### src/rtl/cve2_pkg.sv
// Shared definitions for the register-file write-side controller:
// write source encoding, register address width and the RV32E address fold.
package cve2_pkg;

  localparam int unsigned RF_ADDR_W = 5;

  typedef enum logic [1:0] {
    WB_NONE,
    WB_EX,
    WB_LSU,
    WB_XIF
  } wb_src_e;

  // RV32E only has 16 registers, so bit 4 of an address is ignored.
  function automatic logic [RF_ADDR_W-1:0] rf_eff_addr(input logic [RF_ADDR_W-1:0] addr,
                                                       input bit rv32e);
    return rv32e ? {1'b0, addr[RF_ADDR_W-2:0]} : addr;
  endfunction

endpackage

### src/rtl/cve2_rf_wb_ctrl_if.sv
// Writeback source bundle: ex result, LSU load response and CV-X-IF result.
// Signal directions are named from the controller's point of view.
interface cve2_rf_wb_ctrl_if #(
  parameter int unsigned DataWidth = 32
);
  import cve2_pkg::*;

  logic                 ex_we_i;
  logic [RF_ADDR_W-1:0] ex_waddr_i;
  logic [DataWidth-1:0] ex_wdata_i;

  logic                 lsu_rvalid_i;
  logic                 lsu_rready_o;
  logic [RF_ADDR_W-1:0] lsu_waddr_i;
  logic [DataWidth-1:0] lsu_wdata_i;

  logic                 xif_valid_i;
  logic                 xif_ready_o;
  logic [RF_ADDR_W-1:0] xif_waddr_i;
  logic [DataWidth-1:0] xif_wdata_i;

  modport master (
    output ex_we_i, ex_waddr_i, ex_wdata_i,
    output lsu_rvalid_i, lsu_waddr_i, lsu_wdata_i,
    output xif_valid_i, xif_waddr_i, xif_wdata_i,
    input  lsu_rready_o, xif_ready_o
  );

  modport slave (
    input  ex_we_i, ex_waddr_i, ex_wdata_i,
    input  lsu_rvalid_i, lsu_waddr_i, lsu_wdata_i,
    input  xif_valid_i, xif_waddr_i, xif_wdata_i,
    output lsu_rready_o, xif_ready_o
  );

endinterface

### src/rtl/cve2_rf_scoreboard.sv
// Pending-destination bit vector for long-latency ops: set on issue, cleared on
// completion, and looked up combinationally by the two read ports.
module cve2_rf_scoreboard
  import cve2_pkg::*;
#(
  parameter int unsigned NUM_WORDS = 32
) (
  input  logic                 clk_i,
  input  logic                 rst_ni,
  input  logic                 set_i,
  input  logic [RF_ADDR_W-1:0] set_addr_i,
  input  logic                 clr_a_i,
  input  logic [RF_ADDR_W-1:0] clr_a_addr_i,
  input  logic                 clr_b_i,
  input  logic [RF_ADDR_W-1:0] clr_b_addr_i,
  input  logic [RF_ADDR_W-1:0] raddr_a_i,
  input  logic [RF_ADDR_W-1:0] raddr_b_i,
  output logic                 hazard_a_o,
  output logic                 hazard_b_o,
  output logic                 empty_o
);

  localparam int unsigned IdxW = $clog2(NUM_WORDS);

  logic [NUM_WORDS-1:0] sb_q, sb_d;
  logic [IdxW-1:0]      set_idx, clr_a_idx, clr_b_idx, rd_a_idx, rd_b_idx;

  assign set_idx   = set_addr_i[IdxW-1:0];
  assign clr_a_idx = clr_a_addr_i[IdxW-1:0];
  assign clr_b_idx = clr_b_addr_i[IdxW-1:0];
  assign rd_a_idx  = raddr_a_i[IdxW-1:0];
  assign rd_b_idx  = raddr_b_i[IdxW-1:0];

  // Set is applied after the clears so a same-cycle reserve wins; x0 is never tracked.
  always_comb begin
    sb_d = sb_q;
    if (clr_a_i) sb_d[clr_a_idx] = 1'b0;
    if (clr_b_i) sb_d[clr_b_idx] = 1'b0;
    if (set_i)   sb_d[set_idx]   = 1'b1;
    sb_d[0] = 1'b0;
  end

  always_ff @(posedge clk_i or negedge rst_ni) begin
    if (!rst_ni) begin
      sb_q <= '0;
    end else begin
      sb_q <= sb_d;
    end
  end

  assign hazard_a_o = (rd_a_idx != '0) && sb_q[rd_a_idx];
  assign hazard_b_o = (rd_b_idx != '0) && sb_q[rd_b_idx];
  assign empty_o    = ~|sb_q;

endmodule

### src/rtl/cve2_rf_wb_ctrl.sv
// Owns the register file write port: arbitrates ex/LSU/xif results into one registered
// write, forwards that write to the read ports and reports RAW hazards on pending regs.
module cve2_rf_wb_ctrl
  import cve2_pkg::*;
#(
  parameter bit          RV32E      = 1'b0,
  parameter int unsigned DataWidth  = 32,
  parameter bit          COREV_X_IF = 1'b0
) (
  input  logic                 clk_i,
  input  logic                 rst_ni,
  cve2_rf_wb_ctrl_if.slave     wb_if,
  input  logic                 issue_i,
  input  logic [RF_ADDR_W-1:0] issue_addr_i,
  input  logic [RF_ADDR_W-1:0] raddr_a_i,
  input  logic [RF_ADDR_W-1:0] raddr_b_i,
  input  logic [DataWidth-1:0] rf_rdata_a_i,
  input  logic [DataWidth-1:0] rf_rdata_b_i,
  output logic [DataWidth-1:0] rdata_a_o,
  output logic [DataWidth-1:0] rdata_b_o,
  output logic                 hazard_a_o,
  output logic                 hazard_b_o,
  output logic                 rf_we_o,
  output logic [RF_ADDR_W-1:0] rf_waddr_o,
  output logic [DataWidth-1:0] rf_wdata_o,
  output logic                 idle_o
);

  localparam int unsigned NumWords = RV32E ? 16 : 32;

  logic                 lsu_ready, xif_ready, lsu_hs, xif_hs, sb_empty;
  wb_src_e              win_src;
  logic [RF_ADDR_W-1:0] win_addr;
  logic [DataWidth-1:0] win_data;
  logic [RF_ADDR_W-1:0] raddr_a_eff, raddr_b_eff;

  logic                 rf_we_q, rf_we_d;
  logic [RF_ADDR_W-1:0] rf_waddr_q, rf_waddr_d;
  logic [DataWidth-1:0] rf_wdata_q, rf_wdata_d;

  assign lsu_ready = !wb_if.ex_we_i;
  assign xif_ready = COREV_X_IF && !wb_if.ex_we_i && !wb_if.lsu_rvalid_i;
  assign lsu_hs    = wb_if.lsu_rvalid_i && lsu_ready;
  assign xif_hs    = wb_if.xif_valid_i && xif_ready;

  assign wb_if.lsu_rready_o = lsu_ready;
  assign wb_if.xif_ready_o  = xif_ready;

  // Fixed priority ex > lsu > xif; x0 results are consumed but never written.
  always_comb begin
    win_src    = WB_NONE;
    win_addr   = '0;
    win_data   = '0;
    rf_we_d    = 1'b0;
    rf_waddr_d = rf_waddr_q;
    rf_wdata_d = rf_wdata_q;
    if (wb_if.ex_we_i) begin
      win_src = WB_EX;
    end else if (lsu_hs) begin
      win_src = WB_LSU;
    end else if (xif_hs) begin
      win_src = WB_XIF;
    end
    case (win_src)
      WB_EX: begin
        win_addr = rf_eff_addr(wb_if.ex_waddr_i, RV32E);
        win_data = wb_if.ex_wdata_i;
      end
      WB_LSU: begin
        win_addr = rf_eff_addr(wb_if.lsu_waddr_i, RV32E);
        win_data = wb_if.lsu_wdata_i;
      end
      WB_XIF: begin
        win_addr = rf_eff_addr(wb_if.xif_waddr_i, RV32E);
        win_data = wb_if.xif_wdata_i;
      end
      default: ;
    endcase
    if (win_src != WB_NONE && win_addr != '0) begin
      rf_we_d    = 1'b1;
      rf_waddr_d = win_addr;
      rf_wdata_d = win_data;
    end
  end

  always_ff @(posedge clk_i or negedge rst_ni) begin
    if (!rst_ni) begin
      rf_we_q    <= 1'b0;
      rf_waddr_q <= '0;
      rf_wdata_q <= '0;
    end else begin
      rf_we_q    <= rf_we_d;
      rf_waddr_q <= rf_waddr_d;
      rf_wdata_q <= rf_wdata_d;
    end
  end

  assign rf_we_o    = rf_we_q;
  assign rf_waddr_o = rf_waddr_q;
  assign rf_wdata_o = rf_wdata_q;

  cve2_rf_scoreboard #(
    .NUM_WORDS (NumWords)
  ) u_scoreboard (
    .clk_i        (clk_i),
    .rst_ni       (rst_ni),
    .set_i        (issue_i),
    .set_addr_i   (rf_eff_addr(issue_addr_i, RV32E)),
    .clr_a_i      (lsu_hs),
    .clr_a_addr_i (rf_eff_addr(wb_if.lsu_waddr_i, RV32E)),
    .clr_b_i      (xif_hs),
    .clr_b_addr_i (rf_eff_addr(wb_if.xif_waddr_i, RV32E)),
    .raddr_a_i    (rf_eff_addr(raddr_a_i, RV32E)),
    .raddr_b_i    (rf_eff_addr(raddr_b_i, RV32E)),
    .hazard_a_o   (hazard_a_o),
    .hazard_b_o   (hazard_b_o),
    .empty_o      (sb_empty)
  );

  // Bypass the registered write until the regfile has committed it.
  assign raddr_a_eff = rf_eff_addr(raddr_a_i, RV32E);
  assign raddr_b_eff = rf_eff_addr(raddr_b_i, RV32E);
  assign rdata_a_o = (rf_we_q && rf_waddr_q == raddr_a_eff && raddr_a_eff != '0) ?
                     rf_wdata_q : rf_rdata_a_i;
  assign rdata_b_o = (rf_we_q && rf_waddr_q == raddr_b_eff && raddr_b_eff != '0) ?
                     rf_wdata_q : rf_rdata_b_i;

  assign idle_o = sb_empty && !rf_we_q;

endmodule
### src/flat_wrapper.sv
// flat-port wrapper written by rule: the top's interface ports become plain ports
module cve2_rf_wb_ctrl_flat import cve2_pkg::*;
#(
  parameter bit          RV32E      = 1'b0,
  parameter int unsigned DataWidth  = 32,
  parameter bit          COREV_X_IF = 1'b0
)
  (clk_i, rst_ni, issue_i, issue_addr_i, raddr_a_i, raddr_b_i, rf_rdata_a_i, rf_rdata_b_i, rdata_a_o, rdata_b_o, hazard_a_o, hazard_b_o, rf_we_o, rf_waddr_o, rf_wdata_o, idle_o, wb_if_ex_we_i, wb_if_ex_waddr_i, wb_if_ex_wdata_i, wb_if_lsu_rvalid_i, wb_if_lsu_waddr_i, wb_if_lsu_wdata_i, wb_if_xif_valid_i, wb_if_xif_waddr_i, wb_if_xif_wdata_i, wb_if_lsu_rready_o, wb_if_xif_ready_o);
  cve2_rf_wb_ctrl_if #(.DataWidth(DataWidth)) wb_if_i ();
  input  logic clk_i;
  input  logic rst_ni;
  input  logic issue_i;
  input  logic [RF_ADDR_W-1:0] issue_addr_i;
  input  logic [RF_ADDR_W-1:0] raddr_a_i;
  input  logic [RF_ADDR_W-1:0] raddr_b_i;
  input  logic [DataWidth-1:0] rf_rdata_a_i;
  input  logic [DataWidth-1:0] rf_rdata_b_i;
  output logic [DataWidth-1:0] rdata_a_o;
  output logic [DataWidth-1:0] rdata_b_o;
  output logic hazard_a_o;
  output logic hazard_b_o;
  output logic rf_we_o;
  output logic [RF_ADDR_W-1:0] rf_waddr_o;
  output logic [DataWidth-1:0] rf_wdata_o;
  output logic idle_o;
  input wire logic [$bits(wb_if_i.ex_we_i)-1:0] wb_if_ex_we_i;
  input wire logic [$bits(wb_if_i.ex_waddr_i)-1:0] wb_if_ex_waddr_i;
  input wire logic [$bits(wb_if_i.ex_wdata_i)-1:0] wb_if_ex_wdata_i;
  input wire logic [$bits(wb_if_i.lsu_rvalid_i)-1:0] wb_if_lsu_rvalid_i;
  input wire logic [$bits(wb_if_i.lsu_waddr_i)-1:0] wb_if_lsu_waddr_i;
  input wire logic [$bits(wb_if_i.lsu_wdata_i)-1:0] wb_if_lsu_wdata_i;
  input wire logic [$bits(wb_if_i.xif_valid_i)-1:0] wb_if_xif_valid_i;
  input wire logic [$bits(wb_if_i.xif_waddr_i)-1:0] wb_if_xif_waddr_i;
  input wire logic [$bits(wb_if_i.xif_wdata_i)-1:0] wb_if_xif_wdata_i;
  output wire logic [$bits(wb_if_i.lsu_rready_o)-1:0] wb_if_lsu_rready_o;
  output wire logic [$bits(wb_if_i.xif_ready_o)-1:0] wb_if_xif_ready_o;
  assign wb_if_i.ex_we_i = wb_if_ex_we_i;
  assign wb_if_i.ex_waddr_i = wb_if_ex_waddr_i;
  assign wb_if_i.ex_wdata_i = wb_if_ex_wdata_i;
  assign wb_if_i.lsu_rvalid_i = wb_if_lsu_rvalid_i;
  assign wb_if_i.lsu_waddr_i = wb_if_lsu_waddr_i;
  assign wb_if_i.lsu_wdata_i = wb_if_lsu_wdata_i;
  assign wb_if_i.xif_valid_i = wb_if_xif_valid_i;
  assign wb_if_i.xif_waddr_i = wb_if_xif_waddr_i;
  assign wb_if_i.xif_wdata_i = wb_if_xif_wdata_i;
  assign wb_if_lsu_rready_o = wb_if_i.lsu_rready_o;
  assign wb_if_xif_ready_o = wb_if_i.xif_ready_o;
  cve2_rf_wb_ctrl #(.RV32E(RV32E), .DataWidth(DataWidth), .COREV_X_IF(COREV_X_IF)) u_core (.clk_i(clk_i), .rst_ni(rst_ni), .wb_if(wb_if_i), .issue_i(issue_i), .issue_addr_i(issue_addr_i), .raddr_a_i(raddr_a_i), .raddr_b_i(raddr_b_i), .rf_rdata_a_i(rf_rdata_a_i), .rf_rdata_b_i(rf_rdata_b_i), .rdata_a_o(rdata_a_o), .rdata_b_o(rdata_b_o), .hazard_a_o(hazard_a_o), .hazard_b_o(hazard_b_o), .rf_we_o(rf_we_o), .rf_waddr_o(rf_waddr_o), .rf_wdata_o(rf_wdata_o), .idle_o(idle_o));
endmodule
### config.mk
export PLATFORM = sky130hd
export DESIGN_NAME = cve2_rf_wb_ctrl_flat
export DESIGN_NICKNAME = d
export VERILOG_FILES = /design/src/rtl/cve2_pkg.sv /design/src/rtl/cve2_rf_wb_ctrl_if.sv /design/src/rtl/cve2_rf_scoreboard.sv /design/src/rtl/cve2_rf_wb_ctrl.sv /design/src/flat_wrapper.sv
export SDC_FILE = /design/constraint.sdc
export NUM_CORES = 1
export LEC_CHECK = 0
export ABC_CLOCK_PERIOD_IN_PS = 2400
export CELL_PAD_IN_SITES_DETAIL_PLACEMENT = 0
export CELL_PAD_IN_SITES_GLOBAL_PLACEMENT = 1
export CORE_MARGIN = 5
export CORE_UTILIZATION = 27
export CTS_BUF_LIST = sky130_fd_sc_hd__clkbuf_4
export DETAILED_ROUTE_END_ITERATION = 12
export GPL_TIMING_DRIVEN = 0
export PLACE_DENSITY = 0.81
export SETUP_SLACK_MARGIN = 0.1
export SYNTH_ARGS = -nofsm -noshare
export SYNTH_HDL_FRONTEND = slang
export SYNTH_SLANG_ARGS = --single-unit
### constraint.sdc
create_clock -name clk_i -period 2.4 [get_ports clk_i]
set_input_delay 0.24 -clock clk_i [delete_from_list [all_inputs] [get_ports clk_i]]
set_output_delay 0.24 -clock clk_i [all_outputs]
set_load 0.01 [all_outputs]
==> key figures, run 1 <==
Run status
  – Status: finished with violations
  – Failing checks: negative setup slack

Power and ir drop
  – Internal cell power: 0.002814 W
  – Worst vdd rail ir drop: 192.7 µV
  – Pwr/cell area: 489.4 mW/mm²
  – Switching pwr: 0.001346 W
  – Pleak: 3.591 nW
  – Power share of the clock group: 21.3%
  – Share of power burned in registers: 39.4%
  – Switch share: 32.36%
  – Logic gate share of total power: 39.3%

Drt
  – First DRT Iteration DRCs: 288
  – Vias post-DR: 4962
  – WL per Instance: 22.33 µm
  – Antenna viol nets, final: 0
  – Final WL: 21700 µm
  – Vias per cell: 5.105
  – DRT Pass-1 Iters: 5
  – DRC Markers: 0

STA
  – Rel. slew slack: 38.77%
  – Fmax: 0.3656 GHz
  – Hold Fails Final Rpt: 0
  – RSZ-0062 raised after global routing: true
  – Fin crit share: 114.0%
  – Hold WS: 0.4471 ns
  – Max Transition Viols Final: 0
  – Final worst slack: -0.3355 ns
  – Finish-stage setup viols: 62
  – Measured slew at the worst slew-check pin: 0.9185 ns
  – Post-layout min period: 2.735 ns
  – Setup TNS: -13.04 ns
  – Setup Skew: 0 ns

Clocking
  – Clk buf depth: 2
  – Clk Latency, worst-skew pair: 0.44 ns
  – Worst-path clk slew: 0.11 ns
  – Root buf cell: clkbuf_4
  – CTS sink cnt: 69
  – CTS tree: done
  – Number of CTS-inserted buffers: 9
  – H-tree Lvls: 3

Synth
  – Synth Area per Inst: 10.84 µm²
  – Post-synth EDFFs: 0
  – Ys async rst share: 100.0%
  – Post-Synthesis Cell Area: 0.004801 mm²
  – Net count after synthesis: 639
  – Yosys cell types: 42
  – Synthesized netlist cell count: 443
  – Yosys reg bits: 69
  – Syn. warnings: 0
  – Prevailing post-synth register cell: dfrtp_1
  – Sequential cell area fraction in the yosys report: 35.97%

Setup path
  – Critical Setup Path Class: flop to output pin
  – Crit-path max cell delay: 0.45 ns
  – Crit-path leading delay family: simple AND/OR/NAND/NOR gates
  – CP Cell Sequence: buf_4 > xnor2_2 > nand4_1 > nor2_4 > buf_6 > mux2_2 > buf_6
  – Critical Path End Type: output pin
  – Crit path required time: 2.16 ns
  – CP startpoint kind: flop
  – Crit-path max FO: 7
  – Cell mode on critical path: buf_6
  – Highest-delay cell along the critical path: dfrtp_2
  – Crit path DAT: 2.50 ns
  – Worst reg2reg setup slack: 1.41 ns
  – CP Buf/Inv Count: 3

Die
  – Die area: 0.02055 mm²
  – Die Wd: 143.3 µm
  – Io pins: 303
  – Starting Density: 27.66%
  – Area of the core: 0.01736 mm²
  – Die height: 143.3 µm
  – Rows: 48

Place
  – Hpwl dp: 16160 µm
  – GPL Wtd Cong: 0.8805
  – PortBufs: 258
  – Placed cells: 926
  – Placement Setup Slack: -0.9000 ns

Final layout
  – Fraction of layout cells with a size suffix above 1: 32.71%
  – P&R area growth vs syn: 77.07%
  – Fin cells: 972
  – # fillers: 1565
  – Fin util: 48.98%
  – Nets: 937

Global routing
  – Total grt overflow: 0
  – Initial antenna violation count: 1
  – Vias in the first global route: 5244
  – First-pass GRT wire length: 30820 µm
  – Largest net degree at the start of global routing: 70
  – GRT Util Overall: 19.71%

Job
  – Max-capacitance violation count: 0

Hold path
  – Worst Hold Class: primary input to flop
==> stage by stage <==
stage / instance area (µm²) / total power (W)
after floorplan: 4801 / 0.002233
after global placement: 7665 / 0.003065
after detailed placement: 7662 / 0.003094
after CTS: 8496 / 0.004152
after global routing: 8501 / 0.004347
final: 8501 / 0.004161
==> path summary, 6_finish.rpt <==
kind | startpoint | end | cells past startpoint
setup / recovery | u_core.rf_waddr_o[2] | rdata_b_o[4] | 7
hold / removal | wb_if_ex_waddr_i[1] | u_core.rf_waddr_o[1] | 2
setup reg to reg | u_core.rf_waddr_o[3] | u_core.rf_waddr_o[3] | 2
hold reg to reg | u_core.rf_wdata_o[23] | u_core.rf_wdata_o[23] | 1
max in group asynchronous | rst_ni | u_core.rf_waddr_o[3] | 2
min in group asynchronous | rst_ni | u_core.rf_wdata_o[29] | 2
==> flip-flops by register name, summed over array words and instances (netlist names) <==
signal                    flops
u_core.rf_wdata_o            32
u_core.u_scoreboard.sb_q     31
u_core.rf_waddr_o             5
u_core.rf_we_o                1
==> cell type report <==
class                   instances  area (µm²)  share of cell area, %
repair buffers                287        2983                  35.09
multi-input cells             343        3114                  36.64
well taps                     225       281.5                  3.312
plain buffers                  27       214.0                  2.517
flip-flops and latches         69        1730                  20.36
clock buffers                  11       82.58                 0.9714
inverters                       4       17.52                 0.2061
diodes                          1       2.502                0.02944
clock inverters                 5       75.07                 0.8831
==> synthesized netlist by cell type (all sizes together) (2+ instances only) <==
cell	count	area share, %
a221o	5	1.0
nor2	8	0.63
xnor2	10	1.8
mux2i	16	3.3
a21oi	2	0.21
nor4	8	1.0
nand3b	9	1.4
or4	2	0.31
a22o	18	3.3
nand2b	5	0.65
a221oi	2	0.36
or3	3	0.50
nand4	5	0.65
buf	15	2.4
nor2b	4	0.52
nand2	34	2.7
dfrtp	69	36
mux2	98	25
clkbuf	12	0.94
or3b	4	0.73
mux4	9	4.2
a22oi	2	0.31
o21ai	78	8.1
inv	4	0.36
nand3	8	0.83
and3	4	0.52
==> power groups by stage <==
stage | registers, W | clock network, W | logic, W
after floorplan | 0.00157 | 0 | 0.000661
after global placement | 0.00164 | 0 | 0.00143
after detailed placement | 0.00165 | 0 | 0.00144
after CTS | 0.00163 | 0.000910 | 0.00161
after global routing | 0.00166 | 0.000947 | 0.00174
final | 0.00164 | 0.000887 | 0.00164
==> cell usage in the layout, fill, tap and decap left out, drive strengths merged, types with 2 or more instances in the layout <==
cell type      synthesis  routed
buf                   15     110
xnor2                 10      10
nand2                 34      34
nand3                  8       8
mux4                   9       9
a21oi                  2       2
clkbuf                12      23
and3                   4       4
or3b                   4       4
clkdlybuf4s50          0     190
mux2i                 16      16
nor4                   8       8
nor2b                  4       4
a221oi                 2       2
mux2                  98      98
dfrtp                 69      69
or3                    3       3
nand4                  5       5
nand3b                 9       9
nand2b                 5       5
a22o                  18      18
a221o                  5       5
a22oi                  2       2
clkinv                 0       2
bufinv                 0       2
nor2                   8       8
o21ai                 78      78
or4                    2       2
inv                    4       4
==> logic make-up after synthesis <==
logic type      synth area share (%)
buf+inv                        3.701
other cells                  0.07811
xor+xnor                       1.824
mux                            32.81
flops                          35.97
compound gates                 14.88
simple gates                   10.74
==> layer usage <==
metal / up-vias / part of all wire, % / global-route usage [%]
met5: - / 0 / 0
met4: 0 / 1.5 / 5.946
met3: 20 / 6.5 / 4.160
met2: 202 / 48 / 31.87
met1: 2470 / 44 / 26.65
li1: 2270 / - / -
==> timing repair <==
action	4_1_cts	5_1_grt
endpoints found under the hold margin	69	0
gates resized for setup	413	12
setup buffers	25	2
hold buffers	1	0
pin swaps	6	6
cloned	4	0
setup endpoints to repair	67	66
Power figures use the tool's default switching activity.
==> run 2: changes to the inputs <==
- CORE_MARGIN: 5 -> 4
==> run 2 against run 1 <==
Effect of this change: the run still ends with negative setup slack left; clock-buffer cell count did not move; wire length rose by 3.3%; largest cell class unchanged; clock skew did not move; sequential power barely moved; via count rose by 5.6%; total power fell by 4.4%; register-to-register slack got worse by 0.04 ns.
==> key figures, run 2 (synthesized netlist as in run 1, its figures left out) <==
Run status
  – Status: finished with violations
  – Failing checks: negative setup slack

Place
  – Hpwl dp: 16200 µm
  – GPL Wtd Cong: 0.9541
  – PortBufs: 258
  – Placement Setup Slack: -0.9620 ns

Hold path
  – Worst Hold Class: primary input to async pin

Clocking
  – Clk Latency, worst-skew pair: 0.44 ns
  – Clk buf depth: 2
  – H-tree Lvls: 3
  – Root buf cell: clkbuf_4
  – CTS sink cnt: 69
  – CTS tree: done
  – Number of CTS-inserted buffers: 9
  – Worst-path clk slew: 0.11 ns

STA
  – Fin crit share: 114.1%
  – Hold Fails Final Rpt: 0
  – Fmax: 0.3652 GHz
  – Rel. slew slack: 40.79%
  – Post-layout min period: 2.738 ns
  – Max Transition Viols Final: 0
  – RSZ-0062 raised after global routing: true
  – Measured slew at the worst slew-check pin: 0.8881 ns
  – Finish-stage setup viols: 64
  – Hold WS: 0.4618 ns
  – Final worst slack: -0.3381 ns
  – Setup Skew: 0 ns

Setup path
  – Crit path launch: u_core.rf_waddr_o[2]
  – Worst reg2reg setup slack: 1.37 ns
  – Highest-delay cell along the critical path: dfrtp_2
  – Crit-path max cell delay: 0.46 ns
  – Crit-path max FO: 6
  – Critical Setup Path Class: flop to output pin
  – Crit-path leading delay family: simple AND/OR/NAND/NOR gates
  – Critical Path End Type: output pin
  – Crit path DAT: 2.50 ns
  – CP Buf/Inv Count: 3
  – CP startpoint kind: flop
  – Reg2reg path depth: 2
  – FF-to-FF End: u_core.rf_waddr_o[4]
  – CP Cell Sequence: buf_4 > xnor2_2 > nand4_1 > nor2_4 > clkbuf_16 > mux2_2 > clkbuf_2
  – CP Depth: 7
  – R2r startpoint: u_core.rf_waddr_o[4]
  – Crit path required time: 2.16 ns

Drt
  – WL per Instance: 22.23 µm
  – DRT Pass-1 Iters: 5
  – Vias per cell: 5.197
  – Vias post-DR: 5239
  – Final WL: 22410 µm
  – Antenna viol nets, final: 0
  – DRC Markers: 0
  – First DRT Iteration DRCs: 338

Global routing
  – Vias in the first global route: 5390
  – Total grt overflow: 0
  – Global routing's busiest layer: met2
  – GRT Util Overall: 20.39%
  – Global routing usage on met1: 26.43%
  – Initial antenna violation count: 1
  – First-pass GRT wire length: 31460 µm
  – Largest net degree at the start of global routing: 70
  – Met2 usage: 34.36%
  – Routing usage on met3: 3.977%

Final layout
  – Fraction of layout cells with a size suffix above 1: 36.45%
  – Seq. cell area: 0.001733 mm²
  – Max reg flops: 32
  – Commonest non-fill, non-tap cell in the layout: clkdlybuf4s50_1
  – Nets: 974
  – Multi-input gate area: 0.003103 mm²
  – P&R area growth vs syn: 80.58%
  – Commonest cells after routing, fill and taps aside: clkdlybuf4s50_1 (189), o21ai_0 (77), buf_6 (73), mux2_4 (64), dfrtp_1 (64)
  – # fillers: 1532

Power and ir drop
  – Power, Total: 0.003976 W
  – Pleak: 3.730 nW
  – Worst vdd rail ir drop: 202.4 µV
  – Pwr/cell area: 458.7 mW/mm²

Die
  – Io pins: 303
  – Area of the core: 0.01736 mm²
  – Die height: 141.3 µm
  – Starting Density: 27.66%
  – Die area: 0.01998 mm²
  – Rows: 48
  – Die Wd: 141.3 µm

Job
  – Max-capacitance violation count: 0
==> run 2: cell count changes in the layout (fill, tap and decap cells not counted), sizes merged <==
cell	delta
buf	+13
bufinv	-2
clkbuf	+24
clkdlybuf4s50	-1
clkinv	+2
clkinvlp	-1
dlygate4sd2	+1
==> run 2: routing by layer <==
layer,vias to the layer above,part of all wire (%)
li1,2354,-
met1,2606,42
met2,250,49
met3,29,6.6
met4,0,1.7
met5,-,0
==> run 2: worst max-delay path by stage <==
stage / slack, ns / end
after floorplan: 0.41 / rdata_b_o[22]
after global placement: -1.23 / u_core.rf_wdata_o[16]
after detailed placement: -0.96 / rdata_b_o[30]
after CTS: -0.47 / rdata_b_o[16]
after global routing: -0.49 / rdata_b_o[10]
final: -0.34 / rdata_b_o[30]
==> run 2: power breakdown <==
group | switching (W) | leakage, nW | internal [W]
Clock | 0.000418 | 0.0592 | 0.000219
Sequential | 0.000263 | 0.834 | 0.00136
Combinational | 0.000663 | 2.84 | 0.00105
==> run 2: area by class of cell <==
type                    instances  area share (%)
clock buffers                  11          0.9525
well taps                     225           3.247
inverters                       4          0.2020
multi-input cells             343           35.79
repair buffers                324           37.02
diodes                          1         0.02886
clock inverters                 4          0.1876
plain buffers                  27           2.583
flip-flops and latches         69           19.99
==> run 2: worst reg2reg max path, stage by stage (launching register included) <==
cell	delay (ns)
dfrtp_2	0.45
buf_4	0.17
a221o_1	0.31
==> run 2: repair_timing <==
| item | 4_1_cts | 5_1_grt |
|---|---|---|
| pin swaps | 4 | 9 |
| setup buffers | 32 | 34 |
| endpoints found under the setup margin | 67 | 67 |
| hold buffers | 1 | 0 |
| gates cloned | 0 | 4 |
| gates resized for setup | 163 | 227 |
| hold endpoints to repair | 69 | 0 |
==> run 2: through the flow <==
stage	utilization [%]	area (µm²)	cells	setup TNS, ns
5_1_grt	49.95	8670	1008	-23.36
3_5_place_dp	44.15	7662	926	-53.78
6_report	49.95	8670	1008	-14.47
2_1_floorplan	-	4801	443	0
3_3_place_gp	44.16	7665	926	-134.48
4_1_cts	46.52	8074	974	-20.71
